<file path="src/rtl/pipelined_adder_pkg.sv">
// Shared constants and stage payload for pipelined_adder.
// Optional saturation is enabled with PIPELINED_ADDER_SATURATE_EN.
package adder_pkg;

  localparam int MAX_WIDTH  = 64;
  localparam int MAX_STAGES = 4;

  typedef struct packed {
    logic                 valid;
    logic [MAX_WIDTH-1:0] sum;
    logic                 carry;
    logic [MAX_WIDTH-1:0] a;
    logic [MAX_WIDTH-1:0] b;
    logic                 sub;
    logic                 sat;
  } stage_t;

endpackage

</file>
<file path="src/rtl/pipelined_adder_slice.sv">
// One registered chunk of the carry-pipelined adder.
// Used by pipelined_adder (PIPELINED_ADDER_SATURATE_EN independent).
module adder_slice
  import adder_pkg::*;
#(
  parameter int WIDTH  = 16,
  parameter int STAGES = 2,
  parameter int K      = 0
) (
  input  logic   clk,
  input  logic   reset_n,
  input  stage_t in_p,
  input  logic   ready_next,
  output logic   ready,
  output stage_t out_p
);

  localparam int CW = WIDTH / STAGES;
  localparam int LO = K * CW;

  logic [CW:0] s;
  stage_t      nxt;

  assign s = {1'b0, in_p.a[LO +: CW]}
           + {1'b0, in_p.b[LO +: CW]}
           + (CW+1)'(in_p.carry);

  // A stage may load when it is empty or its content moves on.
  assign ready = !out_p.valid || ready_next;

  always_comb begin
    nxt               = in_p;
    nxt.sum[LO +: CW] = s[CW-1:0];
    nxt.carry         = s[CW];
  end

  always_ff @(posedge clk or negedge reset_n) begin
    if (!reset_n) begin
      out_p <= '0;
    end else if (ready) begin
      if (in_p.valid) begin
        out_p <= nxt;
      end else begin
        out_p.valid <= 1'b0;
      end
    end
  end

endmodule

</file>
<file path="src/rtl/pipelined_adder.sv">
// Valid/ready add/subtract pipeline, one chunk per stage.
// Define PIPELINED_ADDER_SATURATE_EN to enable io_sat clamping.
module pipelined_adder
  import adder_pkg::*;
#(
  parameter int WIDTH  = 16,
  parameter int STAGES = 2
) (
  input  logic             clk,
  input  logic             reset_n,
  input  logic             io_in_valid,
  output logic             io_in_ready,
  input  logic [WIDTH-1:0] io_a,
  input  logic [WIDTH-1:0] io_b,
  input  logic             io_sub,
  input  logic             io_sat,
  output logic             io_out_valid,
  input  logic             io_out_ready,
  output logic [WIDTH-1:0] io_c,
  output logic             io_carry,
  output logic             io_ovf
);

  stage_t head;
  stage_t st  [1:STAGES];
  logic   rdy [1:STAGES+1];

  always_comb begin
    head                = '0;
    head.valid          = io_in_valid;
    head.a[WIDTH-1:0]   = io_a;
    head.b[WIDTH-1:0]   = io_sub ? ~io_b : io_b;
    head.carry          = io_sub;
    head.sub            = io_sub;
`ifdef PIPELINED_ADDER_SATURATE_EN
    head.sat            = io_sat;
`else
    head.sat            = 1'b0;
`endif
  end

  assign rdy[STAGES+1] = io_out_ready;
  assign io_in_ready   = rdy[1];

  for (genvar k = 1; k <= STAGES; k++) begin : g_stage
    stage_t src;
    if (k == 1) begin : g_first
      assign src = head;
    end else begin : g_next
      assign src = st[k-1];
    end
    adder_slice #(
      .WIDTH (WIDTH),
      .STAGES(STAGES),
      .K     (k - 1)
    ) u_slice (
      .clk       (clk),
      .reset_n   (reset_n),
      .in_p      (src),
      .ready_next(rdy[k+1]),
      .ready     (rdy[k]),
      .out_p     (st[k])
    );
  end

  stage_t           last;
  logic [WIDTH-1:0] sum_w;
  logic             sa;
  logic             sb;
  logic             ovf;

  assign last  = st[STAGES];
  assign sum_w = last.sum[WIDTH-1:0];
  assign sa    = last.a[WIDTH-1];
  assign sb    = last.b[WIDTH-1];
  assign ovf   = (sa == sb) && (sum_w[WIDTH-1] != sa);

  assign io_out_valid = last.valid;
  assign io_carry     = last.carry;
  assign io_ovf       = ovf;

`ifdef PIPELINED_ADDER_SATURATE_EN
  localparam logic [WIDTH-1:0] SMAX =
    {1'b0, {(WIDTH-1){1'b1}}};

  // Both operands negative means the overflow went below min.
  assign io_c = (last.sat && ovf)
              ? (sa ? ~SMAX : SMAX)
              : sum_w;
`else
  assign io_c = sum_w;
`endif

endmodule

</file>
<file path="config.mk">
export PLATFORM = sky130hd
export DESIGN_NAME = pipelined_adder
export DESIGN_NICKNAME = d
export VERILOG_FILES = /design/src/rtl/pipelined_adder_pkg.sv /design/src/rtl/pipelined_adder_slice.sv /design/src/rtl/pipelined_adder.sv
export SDC_FILE = /design/constraint.sdc
export NUM_CORES = 1
export LEC_CHECK = 0
export BUFFER_PORTS_ARGS = -buffer_cell sky130_fd_sc_hd__buf_4
export CAP_MARGIN = 20
export CORE_UTILIZATION = 60
export CTS_BUF_LIST = sky130_fd_sc_hd__clkbuf_8
export CTS_CLUSTER_DIAMETER = 120
export DETAILED_ROUTE_END_ITERATION = 7
export PLACE_DENSITY = 0.95
export SETUP_SLACK_MARGIN = 0.02
export SLEW_MARGIN = 40
export SYNTH_ARGS = -nofsm -noshare
export SYNTH_HDL_FRONTEND = slang
export SYNTH_SLANG_ARGS = --single-unit
</file>
<file path="constraint.sdc">
create_clock -name clk -period 5.8 [get_ports clk]
set_input_delay 0.58 -clock clk [delete_from_list [all_inputs] [get_ports clk]]
set_output_delay 0.58 -clock clk [all_outputs]
set_load 0.01 [all_outputs]
</file>
# Word-level counts from Yosys, hierarchy flattened

Cells that the tools add are included.

Output and inout bits: 20
Word-level logic and storage cells: 27
Input bits: 38
Register bits after elaboration: 92

Eq/ne operators: 2
Bitwise logic cells: 1
Add/sub/neg operators: 4
Multiplexer cells: 3
Reduce and logical (&&, ||, !) cells: 7

Operators by type and width:

| cell                | count |
|---|---|
| $add A8 B8 Y9       | 2 |
| $add A9 B1 Y9       | 2 |
| $mux W16            | 1 |
| $not A16 Y16        | 1 |
| $reduce_and A2 Y1   | 2 |
| $logic_not A1 Y1    | 2 |
| $logic_or A1 B1 Y1  | 2 |
| $mux W1             | 2 |
| $eq A1 B1 Y1        | 1 |
| $logic_and A1 B1 Y1 | 1 |
| $ne A1 B1 Y1        | 1 |

# Longest topological paths before layout

Gate-level depths: netlist of run 1.

Word-level depth: 4
Mapped depth: 10

# By module

Synthesis of run 1 repeated with hierarchy kept, for this count alone.

Cells, all modules: 1,756
Area total of the unflattened synthesis: 15,896.5 µm²

By module, submodules not included:

| module          | cells an instance | area an instance (µm²) | instances |
|---|---|---|---|
| adder_slice     | 867               | 7,852.5                | 2 |
| pipelined_adder | 22                | 191.4                  | 1 |

# Worst setup path after synthesis of run 1

Ideal clock, no wire load.

Path kind: in2reg
Start point: input io_sub
End point: register g_stage[1].u_slice.out_p[137] (netlist bit)
Cell stages on the path: 10
Slack: 3.371 ns
Path buffers: 2
Arrival time: 2.311 ns
Path through: buf_4 > buf_2 > xor2_1 > inv_1 > fa_1 > nor2b_4 > o311a_4 > o21ba_1 > a211oi_1 > a21o_1

Cells in the longest elaborated chain, start to end: 3

RTL lines:

| item                 | RTL line                    | RTL |
|---|---|---|
| start, declared      | pipelined_adder.sv:15       | `input logic io_sub,` |
| $mux W16             | pipelined_adder.sv:32       | `head.b[WIDTH-1:0] = io_sub ? ~io_b : io_b;` |
| $add A8 B8 Y9        | pipelined_adder_slice.sv:25 | `+ {1'b0, in_p.b[LO +: CW]}` |
| $add A9 B1 Y9 (*)    | pipelined_adder_slice.sv:26 | `+ (CW+1)'(in_p.carry);` |
| end signal, assigned | pipelined_adder_slice.sv:42 | `out_p <= nxt;` |
| end, declared        | pipelined_adder_slice.sv:15 | `output stage_t out_p` |

Every way passes the cells marked *; elsewhere a longest branch is shown, timed or not.
A chain may end at the register's enable or synchronous reset.

# Worst setup path in the final report of run 1

Start point: register g_stage[1].u_slice.out_p[10] (netlist bit)
End point: register g_stage[2].u_slice.out_p[145] (netlist bit)

Cells in the longest elaborated chain, start to end: 2

RTL lines:

| item                 | RTL line |
|---|---|
| $add A8 B8 Y9        | pipelined_adder_slice.sv:25 |
| $add A9 B1 Y9        | pipelined_adder_slice.sv:26 |
| end signal, assigned | pipelined_adder_slice.sv:42 |
| end, declared        | pipelined_adder_slice.sv:15 |

No other way between the ends.

==> results of run 1 <==
## cell usage after synthesis, drive strengths merged (3+ instances only)
master  instances
a31oi           3
mux2           13
clkbuf          5
dfrtp          46
nor3            3
nand2          50
ha             14
a21oi           8
nand2b          4
a211oi          4
a21o            4
xor2           11
nor2            8
buf            20
inv             4
xnor2          12
nand3           3
fa              3
o21ai          27
## final timing paths
path                                                       to  slack [ns]                     startpoint  cells past startpoint
worst max register to register  g_stage[2].u_slice.out_p[145]        3.45   g_stage[1].u_slice.out_p[10]                      7
worst min-delay path            g_stage[2].u_slice.out_p[140]        0.26                        reset_n                      1
max in group asynchronous       g_stage[1].u_slice.out_p[137]        5.16                        reset_n                      1
worst max-delay path            g_stage[2].u_slice.out_p[145]        3.45   g_stage[1].u_slice.out_p[10]                      7
worst min register to register  g_stage[2].u_slice.out_p[144]        0.48  g_stage[2].u_slice.out_p[144]                      2
min in group clk                 g_stage[1].u_slice.out_p[76]        0.47                       io_a[10]                      3
## per-layer routing
layer  share of wire, %  vias up
met5                  0        -
met4                1.3        0
met3                4.3        7
met2                 52       46
met1                 42      901
li1                   -      941
## where the power goes
group,internal [W],total [W],switching [W]
clock,0.0000944,0.000198,0.000103
sequential,0.000406,0.000457,0.0000512
combinational,0.000193,0.000373,0.000180
total,0.000693,0.00103,0.000334
## critical path: stages, from the launching register on
cell and delay, ns:
dfrtp_1 0.41, fa_1 0.51, fa_1 0.43, a21o_1 0.19, a31oi_1 0.26, nand2b_1 0.09
a211oi_1 0.23, o31ai_1 0.10
## final cells by class
| type | instances | area [µm²] | share of cell area, % |
|---|---|---|---|
| clock buffer | 6 | 82.6 | 2.75 |
| clock inverter | 2 | 8.76 | 0.291 |
| tap | 50 | 62.6 | 2.08 |
| sequential | 46 | 1150 | 38.3 |
| timing repair buffer | 56 | 420 | 14.0 |
| inverter | 4 | 15.0 | 0.499 |
| multi-input combinational | 184 | 1270 | 42.1 |
## through the flow
step           std cells  util [%]  total power, W  setup WS (ns)  hold WS (ns)
6_report             348      74.1         0.00103           3.45         0.258
3_5_place_dp         340      71.8        0.000836           3.33         0.471
3_3_place_gp         340      71.7        0.000813           3.39         0.459
5_1_grt              348      74.1         0.00110           3.30         0.317
4_1_cts              348      74.0         0.00104           3.43         0.284
2_1_floorplan        259         -        0.000743           3.37         0.284
## kinds of logic after synthesis
| kind of cell | count (synthesis) |
|---|---|
| compound gates | 52 |
| xor+xnor | 23 |
| fa+ha+maj | 17 |
| buf+inv | 29 |
| flops | 46 |
| mux | 14 |
| simple gates | 78 |
==> metrics.csv, run 1 <==
metric,value,unit
outcome,finished clean,
cts_sinks,46,
grt_pass1_vias,1803,
cts_tree,done,
critPathCaptureType,flip-flop,
fillers,292,
grt_first_pass_wirelength,7910,µm
hold_viol,0,
ios,58,
route.detailed.vias_per_inst,5.45,
synth_cell_type_count,36,
top_regs,g_stage.u_slice.out_p (46),
synth_compound_area_share,12.5,%
yosys.area_share.simple,13.3,%
critPathMaxFanout,3,
dpl.hpwl,3670,µm
drive_above_1_share,27.9,%
grt_util_met3,4.73,%
seq_area_frac_synth,44.5,%
hold_class,in -> async,
track_usage,23.6,%
routedWlPerCell,14.1,µm
ant_nets,0,
required,5.97,ns
synthToLayoutAreaGrowth,16.1,%
start_util,63.8,%
setup_viol,0,
ctsHoldBuffers,0,
ys_ff_latch,46,
core-area,4060,µm²
synth_ff_type,dfrtp_1,
largest_reg_flops,46,
final_cell_area,3010,µm²
drt_iter0_markers,121,
antenna_cells,0,
vias,1895,
post_cts_resized,0,
dieArea,4580,µm²
rows,23,
synth_xor_area_share,7.78,%
routabilityCongestion,0.814,
post-cts-setup-buffers,0,
final_common_cell,buf_4,
die_w,67.7,µm
regMostFlops,g_stage.u_slice.out_p,
dr.pass1.iters,4,
syn_nets,314,
synth-edff-count,0,
placed_cell_area,2910,µm²
busiest_layer,met2,
layout_common_cells,"buf_4, nand2_1, dfrtp_1",
period_minus_slack,2.35,ns
p_leak,1.48,nW
synth_cells,259,
cap_violations,0,
grt_setup_unrepaired,no,
finalSetupTns,0,ns
root_buffer,clkbuf_8,
fmax,426,MHz
synthAdderAreaFrac,9.09,%
netlist_area,2590,µm²
io_buffers,56,
tightestPinTransition,0.686,ns
synth.avg_cell_area,10.0,µm²
yosysTopAreaCellShare,44.5,%
grt_max_degree,47,
power.density,342,nW/µm²
h-tree-depth,2,
cp.arrival,2.52,ns
finClkSkew,0.00504,ns
nets,352,
clk-insertion-delay-late,0.30,ns
muxShareOfSynthArea,6.04,%
cts_buffers,5,
overflow,0,
synth_top_family_by_area,simple AND/OR/NAND/NOR gates,
clk_pin_slew,0.08,ns
slew_viol_final,0,
antenna_found_initial,0,
drc,0,
gr-usage-met1,28.7,%
slew_headroom,54.1,%
grt_util_met2,41.1,%
async_reset_ff_share,100,%
cp-start-kind,flip-flop,
worst-setup-path-type,reg -> reg,
yosysWarnings,0,
drt-total-wl,4910,µm
peakVddDrop,0.000166,V
synth_area_leaders,"dfrtp_1, nand2_1, ha_1, mux2_2, o21ai_0",
cts_buffer_depth,2,
die_height,67.7,µm
finalCritPeriodShare,40.5,%
yosys.area.top_type,dfrtp_1,
Power figures use the tool's default switching activity.
==> inputs of run 2 (changes only) <==
--- a/config.mk
+++ b/config.mk
@@ -7,11 +7,11 @@
 export LEC_CHECK = 0
 export BUFFER_PORTS_ARGS = -buffer_cell sky130_fd_sc_hd__buf_4
 export CAP_MARGIN = 20
-export CORE_UTILIZATION = 60
+export CORE_UTILIZATION = 51
 export CTS_BUF_LIST = sky130_fd_sc_hd__clkbuf_8
 export CTS_CLUSTER_DIAMETER = 120
 export DETAILED_ROUTE_END_ITERATION = 7
-export PLACE_DENSITY = 0.95
+export PLACE_DENSITY = 0.88
 export SETUP_SLACK_MARGIN = 0.02
 export SLEW_MARGIN = 40
 export SYNTH_ARGS = -nofsm -noshare
==> constraint.sdc (replaced) <==
create_clock -name clk -period 1.9 [get_ports clk]
set_input_delay 0.19 -clock clk [delete_from_list [all_inputs] [get_ports clk]]
set_output_delay 0.19 -clock clk [all_outputs]
set_load 0.01 [all_outputs]
==> run 2 against run 1 <==
Against the previous run:
- the flow now finishes with violations (negative setup slack)
- core utilization shrank 7.2 points
- sequential share of layout area shrank 2.6 points
- sequential power grew to 3.1 times the previous value
- clock-buffer cell count shrank 1
- largest power group unchanged
- highest routed layer unchanged
==> metrics.csv, run 2 (synthesized netlist as in run 1, its figures left out) <==
metric,value,unit,change
crit_top_cell,fa_2,,
placed_cell_area,3040,µm²,+4.3%
grt_max_degree,47,,unchanged
overflow,0,,unchanged
critPathCaptureType,flip-flop,,
vias,1969,,+3.9%
hold_class,in -> reg,,
grt_setup_unrepaired,yes,,
pwr-share-clk,21.2,%,+2.0 points
top_regs,g_stage.u_slice.out_p (46),,
internal-power,0.00231,W,+230%
synthToLayoutAreaGrowth,24.5,%,
finClkSkew,0.00442,ns,-0.000624 ns
slew_viol_final,0,,unchanged
drc,0,,unchanged
worst-setup-path-type,reg -> reg,,
slew_headroom,62.1,%,+8.0 points
period_minus_slack,2.12,ns,-0.227 ns
drt-total-wl,5250,µm,+7.0%
power.density,1060,nW/µm²,+210%
p_sw_share,32.4,%,-0.11 points
cts_tree,done,,
start_util,53.7,%,-10 points
layout_common_cells,"buf_4, nand2_1, dfrtp_1",,
drive_above_1_share,34.3,%,+6.4 points
slowest_delay,0.43,ns,-0.08 ns
track_usage,21.1,%,-2.5 points
finish.utilization,66.9,%,-7.2 points
grt_pass1_vias,1911,,+6.0%
largest_reg_flops,46,,unchanged
antenna_found_initial,0,,unchanged
clk-insertion-delay-late,0.30,ns,about the same
required,2.08,ns,-3.89 ns
cp.arrival,2.30,ns,-0.22 ns
slowest_stage,fa_2,,
wl_met3,298,µm,+41%
grt_first_pass_wirelength,8550,µm,+8.1%
holdPathStages,3,,
worstPathCellList,fa_2 -> fa_2 -> a21o_1 -> a31oi_4 -> nand2b_1 -> a211oi_2 -> o31ai_1,,
final_cell_area,3220,µm²,+7.2%
regMostFlops,g_stage.u_slice.out_p,,
root_buffer,clkbuf_8,,
reg2reg_to,g_stage[2].u_slice.out_p[145],,
p_sw,0.00111,W,+230%
io_buffers,56,,unchanged
hold_viol,0,,unchanged
routabilityCongestion,0.823,,+1.2%
violations,negative setup slack,,
p_leak,1.54,nW,+4.3%
drt_iter0_markers,90,,-26%
ant_nets,0,,unchanged
setup_viol,3,,+3
fin_cells,379,,+8.9%
dieArea,5360,µm²,+17%
whs_endpoint,g_stage[1].u_slice.out_p[77],,
met1_length,2120,µm,+2.7%
reg2reg_slack,-0.22,ns,-3.67 ns
sequentialPowerShare,40.9,%,-3.6 points
routedWlPerCell,13.8,µm,-1.8%
highest_layer,met4,,
tightestPinTransition,0.568,ns,-0.118 ns
cts_sinks,46,,unchanged
cts_buffers,5,,unchanged
cts_buffer_depth,2,,unchanged
finalSetupTns,-0.605,ns,-0.605 ns
dr.pass1.iters,5,,+1
ios,58,,unchanged
met2_length,2730,µm,+6.3%
antenna_cells,0,,unchanged
cp-start-kind,flip-flop,,
route.detailed.vias_per_inst,5.20,,-4.6%
nets,366,,+4.0%
dp.cells,367,,+7.9%
die_height,73.2,µm,+8.2%
critPathMaxFanout,2,,-1
hold_ws,0.0850,ns,-0.174 ns
rows,25,,+8.7%
finalCritPeriodShare,112,%,+71 points
final_common_cell,buf_4,,
hp-start,io_a[11],,
die_w,73.2,µm,+8.2%
outcome,"complete, but fails checks",,
dpl.hpwl,3800,µm,+3.4%
cap_violations,0,,unchanged
peakVddDrop,0.000513,V,+210%
regToRegStartpoint,g_stage[1].u_slice.out_p[130],,
setup_ws,-0.222,ns,-3.67 ns
fmax,471,MHz,+11%
combPwrFrac,37.8,%,+1.5 points
core-area,4820,µm²,+19%
clk_pin_slew,0.09,ns,about the same
h-tree-depth,2,,unchanged
reg2regPathDepth,7,,unchanged
## run 2: power by group through the flow
stage | Clock [W] | Combinational (W) | Sequential, W
CTS | 0.000737 | 0.00128 | 0.00140
finish | 0.000724 | 0.00129 | 0.00140
global route | 0.000774 | 0.00142 | 0.00143
global placement | 0 | 0.00116 | 0.00141
floorplan | 0 | 0.000926 | 0.00137
detailed placement | 0 | 0.00121 | 0.00142
## run 2: worst max-delay path, delay by kind of cell, from the launching register on
kind | cells | cell delay (ns)
fa+ha+maj | 2 | 0.79
flops | 1 | 0.41
compound gates | 4 | 0.69
simple gates | 1 | 0.10
## run 2: repair_timing
item                                    CTS  global route
hold buffers                              1             0
setup buffers                             2             1
pin swaps                                 8             3
endpoints found under the setup margin    5             5
gates resized for setup                   6             2
hold endpoints to repair                 46             0
## run 2: per-stage QoR
stage / power, W / setup slack, ns
after global routing: 0.00362 / -0.294
after CTS: 0.00341 / -0.191
after global placement: 0.00257 / -0.121
after detailed placement: 0.00263 / -0.240
after floorplan: 0.00230 / -0.0729
final: 0.00341 / -0.222
## run 2: worst max-delay path by stage
stage,endpoint,cells after the start,start
global placement,g_stage[2].u_slice.out_p[145],7,g_stage[1].u_slice.out_p[130]
finish,g_stage[2].u_slice.out_p[145],7,g_stage[1].u_slice.out_p[130]
global route,g_stage[2].u_slice.out_p[130],8,g_stage[1].u_slice.out_p[130]
detailed placement,g_stage[2].u_slice.out_p[145],7,g_stage[1].u_slice.out_p[130]
CTS,g_stage[2].u_slice.out_p[145],7,g_stage[1].u_slice.out_p[10]
floorplan,g_stage[2].u_slice.out_p[145],7,g_stage[1].u_slice.out_p[130]
## run 2: per-layer routing
metal	vias to the layer above	track usage [%]
li1	965	-
met1	931	25.3
met2	63	36.6
met3	10	3.87
met4	0	9.59
met5	-	0
## run 2: final cells by class
type                    count  area (µm²)
clock buffers               5        68.8
clock inverters             3        45.0
fillers                   382        1600
inverters                   4        15.0
multi-input cells         184        1330
flip-flops and latches     46        1150
well taps                  67        83.8
repair buffers             70         528
==> inputs of run 3 (changes only) <==
==> constraint.sdc (replaced) <==
create_clock -name clk -period 1.95 [get_ports clk]
set_input_delay 0.195 -clock clk [delete_from_list [all_inputs] [get_ports clk]]
set_output_delay 0.195 -clock clk [all_outputs]
set_load 0.01 [all_outputs]
==> run 3 against run 2 <==
Against the previous run:
- the flow still finishes with violations (negative setup slack)
- clock skew is 0.0012 ns lower
- critical path depth stayed put
- non-clock buffer count unchanged
- largest cell class unchanged
- highest routed layer unchanged
- critical path type unchanged
- sequential share of layout area is 0.097 points lower
==> metrics.csv, run 3 (synthesized netlist as in run 1, its figures left out) <==
metric,value,unit,change
die_height,73.2,µm,unchanged
tightestPinTransition,0.584,ns,+0.0162 ns
cts_buffers,5,,unchanged
top_regs,g_stage.u_slice.out_p (46),,
track_usage,22.6,%,+1.5 points
internal-power,0.00240,W,+4.2%
sequentialPowerShare,39.5,%,-1.4 points
holdPathStages,3,,unchanged
dpl.hpwl,3750,µm,-1.1%
nets,366,,unchanged
multi_input_area,1310,µm²,-1.5%
fmax,478,MHz,+1.5%
peakVddDrop,0.000473,V,-7.8%
regMostFlops,g_stage.u_slice.out_p,,
cap_violations,0,,unchanged
routabilityCongestion,0.852,,+3.6%
routedWlPerCell,14.4,µm,+4.2%
h-tree-depth,2,,unchanged
finalCritPeriodShare,107,%,-4.5 points
clk_pin_slew,0.08,ns,about the same
p_leak,1.56,nW,+1.1%
cts_sinks,46,,unchanged
ios,58,,unchanged
io_buffers,56,,unchanged
combPwrFrac,35.6,%,-2.2 points
period_minus_slack,2.09,ns,-0.0313 ns
setup_viol,3,,unchanged
overflow,0,,unchanged
die_w,73.2,µm,unchanged
reg2reg_slack,-0.14,ns,+0.08 ns
grt_max_degree,47,,unchanged
dr.pass1.iters,4,,-1
cts_tree,done,,
required,2.13,ns,+0.05 ns
route.detailed.vias_per_inst,5.23,,+0.66%
cts_buffer_depth,2,,unchanged
hp-start,io_a[9],,
clk-insertion-delay-late,0.30,ns,about the same
dieArea,5360,µm²,unchanged
final_common_cell,buf_4,,
p_sw_share,30.7,%,-1.7 points
drc,0,,unchanged
core-area,4820,µm²,unchanged
cp.arrival,2.27,ns,-0.03 ns
slew_viol_final,0,,unchanged
finClkSkew,0.00325,ns,-0.00117 ns
finish.utilization,67.1,%,+0.18 points
root_buffer,clkbuf_8,,
vias,1982,,+0.66%
whs_endpoint,g_stage[1].u_slice.out_p[75],,
grt_first_pass_wirelength,8970,µm,+4.9%
rows,25,,unchanged
violations,negative setup slack,,
slew_headroom,61.0,%,-1.1 points
critPathCaptureType,flip-flop,,
power.density,1070,nW/µm²,+1.5%
regToRegStartpoint,g_stage[1].u_slice.out_p[130],,
synthToLayoutAreaGrowth,24.8,%,
ant_nets,0,,unchanged
cp-start-kind,flip-flop,,
hold_viol,0,,unchanged
p_sw,0.00107,W,-3.5%
reg2reg_to,g_stage[2].u_slice.out_p[145],,
critPathMaxFanout,3,,+1
drt-total-wl,5460,µm,+4.2%
antenna_found_initial,0,,unchanged
hold_class,in -> reg,,
fillers,384,,+0.52%
outcome,"complete, but fails checks",,
start_util,53.7,%,unchanged
reg2regPathDepth,7,,unchanged
drt_iter0_markers,119,,+32%
worst-setup-path-type,reg -> reg,,
antenna_cells,0,,unchanged
drive_above_1_share,33.3,%,-0.96 points
grt_setup_unrepaired,yes,,
dpl_worst_slack,-0.147,ns,+0.0930 ns
grt_pass1_vias,1943,,+1.7%
setup_ws,-0.140,ns,+0.0813 ns
layout_common_cells,"buf_4, nand2_1, dfrtp_1",,
register_area,1150,µm²,unchanged
largest_reg_flops,46,,unchanged
pwr-share-clk,24.9,%,+3.7 points
[run 3: cell count changes in the layout (fill, tap and decap cells not counted), moves of 2 or more]
cell,change
clkinvlp_4,-2
nor3_1,+2
nor3_2,-2
o21ai_0,+2
o21ai_1,-2
[run 3: power by group through the flow]
stage | clock [W] | sequential [W] | combinational, W
final | 0.000866 | 0.00137 | 0.00124
after global routing | 0.000906 | 0.00140 | 0.00136
after CTS | 0.000880 | 0.00137 | 0.00122
after detailed placement | 0 | 0.00139 | 0.00116
after global placement | 0 | 0.00137 | 0.00112
after floorplan | 0 | 0.00134 | 0.000899
[run 3: critical path: stages (launching register included)]
cell and delay [ns]:
dfrtp_1 0.41, fa_2 0.44, fa_2 0.36, a21o_1 0.20
a31oi_4 0.16, nand2b_1 0.09, a211oi_2 0.22, o31ai_1 0.09
[run 3: worst max path at each step]
| stage | startpoint | endpoint | slack [ns] |
|---|---|---|---|
| after CTS | g_stage[1].u_slice.out_p[10] | g_stage[2].u_slice.out_p[145] | -0.13 |
| after detailed placement | g_stage[1].u_slice.out_p[130] | g_stage[2].u_slice.out_p[145] | -0.15 |
| after global routing | g_stage[1].u_slice.out_p[130] | g_stage[2].u_slice.out_p[145] | -0.21 |
| final | g_stage[1].u_slice.out_p[130] | g_stage[2].u_slice.out_p[145] | -0.14 |
| after floorplan | g_stage[1].u_slice.out_p[130] | g_stage[2].u_slice.out_p[145] | -0.02 |
| after global placement | g_stage[1].u_slice.out_p[130] | g_stage[2].u_slice.out_p[145] | -0.08 |
[run 3: final cells by class]
cell class	count	area share [%]
multi-input cells	184	40.6
flip-flops and latches	46	35.6
repair buffers	70	16.3
well taps	67	2.59
clock buffers	6	2.56
clock inverters	2	1.86
inverters	4	0.465
[run 3: through the flow]
stage	instances	TNS (ns)	hold WS (ns)	total power, W	instance area (µm²)
floorplan	259	-0.0229	-0.101	0.00224	2630
global route	379	-0.531	0.0949	0.00367	3230
finish	379	-0.296	0.0831	0.00347	3230
global placement	366	-0.0994	0.223	0.00249	3030
CTS	377	-0.269	0.0782	0.00347	3210
detailed placement	366	-0.311	0.228	0.00255	3030
[run 3: routing by layer]
metal  GRT usage (%)  part of all wire [%]  wire length, µm
met1            27.6                    42             2270
met2            39.1                    52             2850
met3            4.28                   4.1              225
met4            9.37                   2.2              118
met5               0                     0                0
[run 3: timing repair]
item	CTS	global route
pin swaps	1	8
hold endpoints to repair	46	0
endpoints found under the setup margin	5	5
hold buffers	1	0
resized for setup	4	1
gates cloned	0	0
buffers inserted	2	2
